==> src/rtl/iter_isqrt_if.sv <==
// Handshake bundle for the iterative integer square root.
// master drives radicands and consumes results; slave is the core.
interface iter_isqrt_if #(
  parameter int N = 23
);
  logic           in_valid;
  logic           in_ready;
  logic [2*N-1:0] in_radicand;
  logic           out_valid;
  logic           out_ready;
  logic [N-1:0]   out_root;
  logic [N:0]     out_rem;
  logic           busy;

  modport master (
    output in_valid,
    output in_radicand,
    output out_ready,
    input  in_ready,
    input  out_valid,
    input  out_root,
    input  out_rem,
    input  busy
  );

  modport slave (
    input  in_valid,
    input  in_radicand,
    input  out_ready,
    output in_ready,
    output out_valid,
    output out_root,
    output out_rem,
    output busy
  );
endinterface

==> src/rtl/iter_isqrt.sv <==
// Restoring integer square root, one root bit per cycle, MSB first.
// Fixed N-cycle latency; result registers hold until the next result.
module iter_isqrt #(
  parameter int N = 23
) (
  input  logic      clk,
  input  logic      rst_n,
  iter_isqrt_if.slave io
);
  localparam int CW = $clog2(N + 1);

  typedef enum logic [1:0] {
    IDLE,
    RUN,
    DONE
  } state_e;

  state_e         state_q, state_d;
  logic [2*N-1:0] rad_q, rad_d;
  logic [CW-1:0]  cnt_q, cnt_d;
  logic [N-1:0]   q_q, q_d;
  logic [N+1:0]   r_q, r_d;
  logic [N-1:0]   root_q, root_d;
  logic [N:0]     rem_q, rem_d;

  logic [N+1:0]   r_sh;
  logic [N+1:0]   t;
  logic [N+1:0]   r_nx;
  logic [N-1:0]   q_nx;
  logic           ge;

  // Partial remainder never exceeds 2q, so its top bits drop out of the shift.
  always_comb begin
    r_sh = {r_q[N-1:0], rad_q[2*N-1 -: 2]};
    t    = {q_q, 2'b01};
    ge   = (r_sh >= t);
    r_nx = ge ? (r_sh - t) : r_sh;
    q_nx = {q_q[N-2:0], ge};
  end

  always_comb begin
    state_d = state_q;
    rad_d   = rad_q;
    cnt_d   = cnt_q;
    q_d     = q_q;
    r_d     = r_q;
    root_d  = root_q;
    rem_d   = rem_q;
    unique case (state_q)
      IDLE: begin
        if (io.in_valid) begin
          rad_d   = io.in_radicand;
          cnt_d   = CW'(N);
          q_d     = '0;
          r_d     = '0;
          state_d = RUN;
        end
      end
      RUN: begin
        rad_d = rad_q << 2;
        cnt_d = cnt_q - CW'(1);
        q_d   = q_nx;
        r_d   = r_nx;
        if (cnt_q == CW'(1)) begin
          root_d  = q_nx;
          rem_d   = r_nx[N:0];
          state_d = DONE;
        end
      end
      DONE: begin
        if (io.out_ready) begin
          state_d = IDLE;
        end
      end
      default: state_d = IDLE;
    endcase
  end

  always_ff @(posedge clk or negedge rst_n) begin
    if (!rst_n) begin
      state_q <= IDLE;
      rad_q   <= '0;
      cnt_q   <= '0;
      q_q     <= '0;
      r_q     <= '0;
      root_q  <= '0;
      rem_q   <= '0;
    end else begin
      state_q <= state_d;
      rad_q   <= rad_d;
      cnt_q   <= cnt_d;
      q_q     <= q_d;
      r_q     <= r_d;
      root_q  <= root_d;
      rem_q   <= rem_d;
    end
  end

  assign io.in_ready  = (state_q == IDLE);
  assign io.out_valid = (state_q == DONE);
  assign io.busy      = (state_q != IDLE);
  assign io.out_root  = root_q;
  assign io.out_rem   = rem_q;
endmodule

==> src/flat_wrapper.sv <==
// flat-port wrapper written by rule: the top's interface ports become plain ports
module iter_isqrt_flat 
#(
  parameter int N = 23
)
  (clk, rst_n, io_in_valid, io_in_radicand, io_out_ready, io_in_ready, io_out_valid, io_out_root, io_out_rem, io_busy);
  iter_isqrt_if #(.N(N)) io_i ();
  input  logic clk;
  input  logic rst_n;
  input wire logic [$bits(io_i.in_valid)-1:0] io_in_valid;
  input wire logic [$bits(io_i.in_radicand)-1:0] io_in_radicand;
  input wire logic [$bits(io_i.out_ready)-1:0] io_out_ready;
  output wire logic [$bits(io_i.in_ready)-1:0] io_in_ready;
  output wire logic [$bits(io_i.out_valid)-1:0] io_out_valid;
  output wire logic [$bits(io_i.out_root)-1:0] io_out_root;
  output wire logic [$bits(io_i.out_rem)-1:0] io_out_rem;
  output wire logic [$bits(io_i.busy)-1:0] io_busy;
  assign io_i.in_valid = io_in_valid;
  assign io_i.in_radicand = io_in_radicand;
  assign io_i.out_ready = io_out_ready;
  assign io_in_ready = io_i.in_ready;
  assign io_out_valid = io_i.out_valid;
  assign io_out_root = io_i.out_root;
  assign io_out_rem = io_i.out_rem;
  assign io_busy = io_i.busy;
  iter_isqrt #(.N(N)) u_core (.clk(clk), .rst_n(rst_n), .io(io_i));
endmodule
==> config.mk <==
export PLATFORM = sky130hd
export DESIGN_NAME = iter_isqrt_flat
export DESIGN_NICKNAME = d
export VERILOG_FILES = /design/src/rtl/iter_isqrt_if.sv /design/src/rtl/iter_isqrt.sv /design/src/flat_wrapper.sv
export SDC_FILE = /design/constraint.sdc
export NUM_CORES = 1
export LEC_CHECK = 0
export ABC_CLOCK_PERIOD_IN_PS = 2800
export CORE_MARGIN = 3
export CORE_UTILIZATION = 55
export DETAILED_ROUTE_END_ITERATION = 8
export GPL_ROUTABILITY_DRIVEN = 0
export PLACE_DENSITY_LB_ADDON = 0.3
export REMOVE_ABC_BUFFERS = 1
export SETUP_SLACK_MARGIN = 0.05
export SYNTH_ARGS = -nofsm -noshare
export SYNTH_HDL_FRONTEND = slang
export SYNTH_SLANG_ARGS = --single-unit
==> constraint.sdc <==
create_clock -name clk -period 2.8 [get_ports clk]
set_input_delay 0.84 -clock clk [delete_from_list [all_inputs] [get_ports clk]]
set_output_delay 0.84 -clock clk [all_outputs]
set_load 0.1 [all_outputs]
==> results of run 1 <==
-- cells by family (layout without fill, tap and decap cells) --
group | count (synthesis) | in the layout
compound gates | 258 | 258
simple gates | 245 | 245
flops | 146 | 146
buf+inv | 80 | 190
fa+ha+maj | 27 | 27
xor+xnor | 21 | 21
mux | 9 | 9
-- metrics by stage --
step	cell area, sq um	hold WS [ns]
4_1_cts	8990	0.3156
2_1_floorplan	7104	0.4501
6_report	9240	0.3240
3_5_place_dp	8428	0.4709
5_1_grt	9240	0.3310
3_3_place_gp	8428	0.4617
-- what timing repair did --
action,4_1_cts,5_1_grt
endpoints found under the setup margin,0,41
buffers inserted,0,6
hold buffers,0,0
resized for setup,0,33
-- final timing paths --
path / from / endpoint / slack [ns] / cells past startpoint
worst max register to register: u_core.q_q[5]$_DFFE_PN0P_ / u_core.io.out_rem[12]$_DFFE_PN0P_ / 0.16 / 12
worst min register to register: u_core.io.out_root[8]$_DFFE_PN0P_ / u_core.io.out_root[8]$_DFFE_PN0P_ / 0.48 / 2
min in group clk: u_core.io.out_root[8]$_DFFE_PN0P_ / u_core.io.out_root[8]$_DFFE_PN0P_ / 0.48 / 2
worst max-delay path: u_core.q_q[5]$_DFFE_PN0P_ / u_core.io.out_rem[12]$_DFFE_PN0P_ / 0.16 / 12
max in group asynchronous: rst_n / u_core.rad_q[35]$_DFFE_PN0P_ / 1.83 / 2
worst min-delay path: rst_n / u_core.r_q[9]$_DFFE_PN0P_ / 0.32 / 1
-- worst max-delay path: stages, from the launching register on --
cell	delay, ns
sky130_fd_sc_hd__dfrtp_1	0.36
sky130_fd_sc_hd__inv_1	0.13
sky130_fd_sc_hd__ha_2	0.34
sky130_fd_sc_hd__a21oi_1	0.22
sky130_fd_sc_hd__nand2_1	0.14
sky130_fd_sc_hd__o211ai_4	0.23
sky130_fd_sc_hd__a21oi_4	0.11
sky130_fd_sc_hd__a211oi_4	0.29
sky130_fd_sc_hd__buf_4	0.19
sky130_fd_sc_hd__clkbuf_16	0.16
sky130_fd_sc_hd__nor2_1	0.05
sky130_fd_sc_hd__a21oi_1	0.17
sky130_fd_sc_hd__o21ai_0	0.10
-- routing by layer --
layer | wire length, um | part of all wire | up-vias | track usage
li1 | - | - | 2966 | -
met5 | 0 | 0 | - | 0
met3 | 1072 | 0.063 | 28 | 0.07040
met4 | 258 | 0.015 | 0 | 0.08473
met1 | 7208 | 0.42 | 2902 | 0.2998
met2 | 8552 | 0.50 | 174 | 0.3765
-- flip-flops by register name, summed over array words and instances, names as in the netlist --
signal and cells:
u_core.q_q 23, u_core.state_q 2, u_core.cnt_q 5, u_core.io.out_rem 24
u_core.rad_q 46, u_core.io.out_root 23, u_core.r_q 23
-- layout by cell type, fill, tap and decap left out, types with 19 or more instances in the layout --
cell                              instances
sky130_fd_sc_hd__dfrtp_1                145
sky130_fd_sc_hd__inv_1                   29
sky130_fd_sc_hd__o21ai_1                 20
sky130_fd_sc_hd__and3b_1                 44
sky130_fd_sc_hd__xnor2_1                 19
sky130_fd_sc_hd__nor2_1                  28
sky130_fd_sc_hd__o21ai_0                100
sky130_fd_sc_hd__buf_4                   67
sky130_fd_sc_hd__nand2_1                127
sky130_fd_sc_hd__a21oi_1                 62
sky130_fd_sc_hd__clkdlybuf4s50_1         48
sky130_fd_sc_hd__o22ai_1                 26
-- final cells by class --
class,instances,area [sq um],area share
Sequential cell,146,3655,0.3955
Multi-Input combinational cell,560,3496,0.3783
Timing Repair Buffer,127,1196,0.1295
Clock buffer,20,446.7,0.04834
Tap cell,172,215.2,0.02329
Inverter,31,116.4,0.01259
Clock inverter,12,115.1,0.01246
==> flow_summary.toml, run 1 <==
[status]
status = "complete, no violations"

[setup_path]
critPathArrivalTime_ns = 2.93
required_time_of_the_worst_setup_path_ns = 3.09
critical_path_class = "flip-flop to flip-flop"
startpoint_type = "flip-flop"
maximum_fanout_encountered_on_the_critical_timing_path = 10
crit_path_end_kind = "flip-flop"

[yosys]
share_of_the_synthesized_netlist_area_taken_by_xor_and_xnor_gates = 0.02515
synth_top_cell_area_share = 0.4995
synth_largest_area_cell = "sky130_fd_sc_hd__dfrtp_1"
synth_top_family_by_area = "compound AO/OA/AOI/OAI gates"
synth_compound_area_frac = 0.2030
post-synth-top-count-cell = "sky130_fd_sc_hd__dfrtp_1"
netlist_instances = 786
post_synth_num_cell_types = 51
synthMuxAreaShare = 0.01249
share_of_flip_flops_with_an_asynchronous_set_or_reset = 1.000
post_synth_most_frequent_cells = "sky130_fd_sc_hd__dfrtp_1, sky130_fd_sc_hd__nand2_1, sky130_fd_sc_hd__o21ai_0"
postSynthRegisterBits = 146
synth.area.top_cells = "sky130_fd_sc_hd__dfrtp_1, sky130_fd_sc_hd__o21ai_0, sky130_fd_sc_hd__nand2_1"
syn_area_per_cell_sq_um = 9.306
combined_area_of_all_synthesized_cells_sq_mm = 0.007315
synthAdderAreaFrac = 0.04619
yosysWarningCount = 0
post_synthesis_share_of_cell_area_spent_on_and_or_nand_and_nor_gates = 0.1690
yosys_most_used_dff = "sky130_fd_sc_hd__dfrtp_1"
synth-seq-area-share = 0.4995
number_of_enable_flip_flop_cells_after_synthesis = 0

[sta]
slew_headroom = 0.6693
final.setup_skew_ns = 0.007822
worst_slack_ns = 0.1562
finish_stage_setup_viols = 0
sum_neg_setup_slack_ns = 0
tightestPinTransition_ns = 0.4892
post-route-period-util = 0.9442
max_clock_freq_mhz = 378.2
timing.final.max_slew_violations = 0
rsz0062_at_grt = "no"
layout_min_cycle_time_ns = 2.644
report.final.hold_viol_count = 0

[clock_tree]
number_of_buffers_created_by_cts = 17
clk_root_buffer_cell = "sky130_fd_sc_hd__clkbuf_16"
tritoncts_clock_tree = "done"
cts_num_sinks = 146
cts.reportedPaths.clkPinSlew_ns = 0.06
clock_tree.buffer_depth = 2
clk-insertion-delay-late_ns = 0.43
cts_max_level = 4

[run]
drv.max_cap_violation_count = 0

[cells_and_area]
fillerInstances = 966
post_layout_nonfiller_instances = 1068
final_core_utilization = 0.7205
net_total_in_the_final_layout = 960
drive_above_1_share = 0.1596
antenna_cells_inserted = 0
synthToLayoutAreaGrowth_pct = 26.33

[global_routing]
global_route_usage_over_all_layers = 0.2338
grt_pass1_wl_mm = 27.65
grt_max_degree = 51
first_global_vias = 5826
grt_antenna_before_repair = 0
global_route.overflow_total = 0

[floorplan]
floorplan.io_pins = 100
die-width_um = 121.3
die_area_sq_mm = 0.01472
fp.coreArea_sq_mm = 0.01282
floorplan.initialDensity = 0.5703
rows = 41
die-height_um = 121.3

[place]
count_of_placed_standard_cells_including_taps = 1028
preCtsSetupSlack_ns = 0.1171
place.detailed.hpwl_mm = 11.41
place.port_buffers = 99

[detailed_routing]
finalWirelength_mm = 17.09
routed_wire_length_per_instance_um = 16.00
detailroute.via_count = 6070
dr.first_iter.drc_count = 374
final_antenna_net_count = 0
drt-vias-per-instance = 5.684
route.detailed.drc = 0
first_pass_iters = 5

[hold_path]
hp-class = "primary input to async pin"
Power of run 1 is not shown: default switching activity piles up to over one toggle a cycle in this logic, so the estimate is an artifact.
==> run 2, diff against run 1 <==
--- a/config.mk
+++ b/config.mk
@@ -7,7 +7,7 @@
 export LEC_CHECK = 0
 export ABC_CLOCK_PERIOD_IN_PS = 2800
 export CORE_MARGIN = 3
-export CORE_UTILIZATION = 55
+export CORE_UTILIZATION = 40
 export DETAILED_ROUTE_END_ITERATION = 8
 export GPL_ROUTABILITY_DRIVEN = 0
 export PLACE_DENSITY_LB_ADDON = 0.3
==> run 2 against run 1 <==
Core utilization is 19 points lower. Via count is 2.0% lower. Worst hold slack better by 0.074 ns. Register-to-register slack worse by 0.02 ns. Global-route usage is 6.0 points lower.
==> flow_summary.toml, run 2 (same netlist as run 1, synthesis figures left out) <==
[cells_and_area]
fillerInstances = 1587
mostFrequentLayoutCell = "sky130_fd_sc_hd__dfrtp_1"
cell_area_after_layout_sq_mm = 0.009407
most_frequent_cells_in_the_layout = "sky130_fd_sc_hd__dfrtp_1, sky130_fd_sc_hd__nand2_1, sky130_fd_sc_hd__o21ai_0"
largest_register = "u_core.rad_q"
antenna_cells_inserted = 0
drive_above_1_share = 0.1711
register_area_sq_mm = 0.003655
multi_input_area_sq_mm = 0.003456
post_layout_nonfiller_instances = 1125
synthToLayoutAreaGrowth_pct = 28.60
net_total_in_the_final_layout = 965
largest_register_ffs = 46

[sta]
layout_min_cycle_time_ns = 2.662
max_clock_freq_mhz = 375.7
report.final.hold_viol_count = 0
worst_slack_ns = 0.1383
timing.final.max_slew_violations = 0
tightestPinTransition_ns = 0.7328
post-route-period-util = 0.9506
final.setup_skew_ns = 0.009356
finish_stage_setup_viols = 0
sum_neg_setup_slack_ns = 0
slew_headroom = 0.5115
rsz0062_at_grt = "no"

[run]
drv.max_cap_violation_count = 0

[detailed_routing]
detailroute.via_count = 5946
drt-vias-per-instance = 5.285
final_antenna_net_count = 0
routed_wire_length_per_instance_um = 15.52
route.detailed.drc = 0
dr.first_iter.drc_count = 320
finalWirelength_mm = 17.46
first_pass_iters = 4

[floorplan]
floorplan.io_pins = 100
rows = 48
die-height_um = 141.2
die_area_sq_mm = 0.01994
floorplan.initialDensity = 0.4157
die-width_um = 141.2
fp.coreArea_sq_mm = 0.01760

[place]
place.port_buffers = 99
preCtsSetupSlack_ns = 0.1112
place.detailed.hpwl_mm = 11.56
count_of_placed_standard_cells_including_taps = 1079
postPlaceCellArea_sq_mm = 0.008467

[clock_tree]
cts.reportedPaths.clkPinSlew_ns = 0.06
tritoncts_clock_tree = "done"
cts_max_level = 4
clk_root_buffer_cell = "sky130_fd_sc_hd__clkbuf_16"
cts_num_sinks = 146
clock_tree.buffer_depth = 2
number_of_buffers_created_by_cts = 17
clk-insertion-delay-late_ns = 0.42

[global_routing]
grt_pass1_wl_mm = 28.41
first_global_vias = 5819
grt_antenna_before_repair = 0
grt_max_degree = 89
global_route_usage_over_all_layers = 0.1734
global_route.overflow_total = 0

[setup_path]
crit_path_end_kind = "flip-flop"
critical_path_class = "flip-flop to flip-flop"
startpoint_type = "flip-flop"
max_stage_delay_ns = 0.41
critPathSlowestCell = "sky130_fd_sc_hd__dfrtp_1"
r2r_setup_slack_ns = 0.14
timing.critical_path.cells = "ha_2 -> nor3_2 -> a2111oi_4 -> o211ai_2 -> a21oi_4 -> a211oi_4 -> buf_12 -> buf_4 -> mux2i_1 -> o21ai_1"
required_time_of_the_worst_setup_path_ns = 3.10
critPathArrivalTime_ns = 2.96
maximum_fanout_encountered_on_the_critical_timing_path = 5

[status]
status = "complete, no violations"

[hold_path]
hp-class = "primary input to async pin"
## run 2: cell count changes in the layout (fill, tap and decap cells not counted), sizes merged
cell    delta
clkinv     -6
buf        +4
bufinv     +3
clkbuf     +3
## run 2: metal layers
layer  wire length (um)  global-route usage
met5                  0                   0
met3               1079             0.05088
met1               8078              0.2350
met4                186             0.04029
met2               8114              0.2759
## run 2: critical path, delay by kind of cell, from the launching register on
family | cells | cell delay [ns]
AND/OR/NAND/NOR | 1 | 0.31
multiplexers | 1 | 0.29
adder cells (fa/ha/maj) | 1 | 0.25
AO/OA/AOI/OAI | 5 | 0.99
buffers and inverters | 2 | 0.29
flip-flops | 1 | 0.41
## run 2: final cells by class
type                            count  area share
Sequential cell                   146      0.3885
Clock buffer                       22     0.05254
Timing Repair Buffer              132      0.1306
Tap cell                          225     0.02993
Inverter                           31     0.01237
Multi-Input combinational cell    560      0.3674
Clock inverter                      9     0.01862
## run 2: what timing repair did
item                                    CTS  global route
resized for setup                         0            33
endpoints found under the setup margin    0            47
setup buffers                             0            13
hold buffers                              0             0
## run 2: metrics by stage
step / hold WS (ns) / utilization
after floorplan: 0.4501 / -
after global placement: 0.4619 / 0.4812
after detailed placement: 0.4709 / 0.4812
after CTS: 0.3980 / 0.5192
after global routing: 0.4238 / 0.5346
final: 0.3978 / 0.5346
## run 2: path summary, 6_finish.rpt
| check | start | endpoint | cells after the start |
|---|---|---|---|
| worst max register to register | u_core.r_q[2]$_DFFE_PN0P_ | u_core.io.out_rem[14]$_DFFE_PN0P_ | 10 |
| worst min register to register | u_core.io.out_rem[7]$_DFFE_PN0P_ | u_core.io.out_rem[7]$_DFFE_PN0P_ | 2 |
| max in group asynchronous | rst_n | u_core.state_q[0]$_DFFE_PN0P_ | 2 |
| worst min-delay path | rst_n | u_core.io.out_rem[6]$_DFFE_PN0P_ | 1 |
| min in group clk | u_core.io.out_rem[7]$_DFFE_PN0P_ | u_core.io.out_rem[7]$_DFFE_PN0P_ | 2 |
| worst max-delay path | u_core.r_q[2]$_DFFE_PN0P_ | u_core.io.out_rem[14]$_DFFE_PN0P_ | 10 |
Power of run 2 is left out for the same reason.
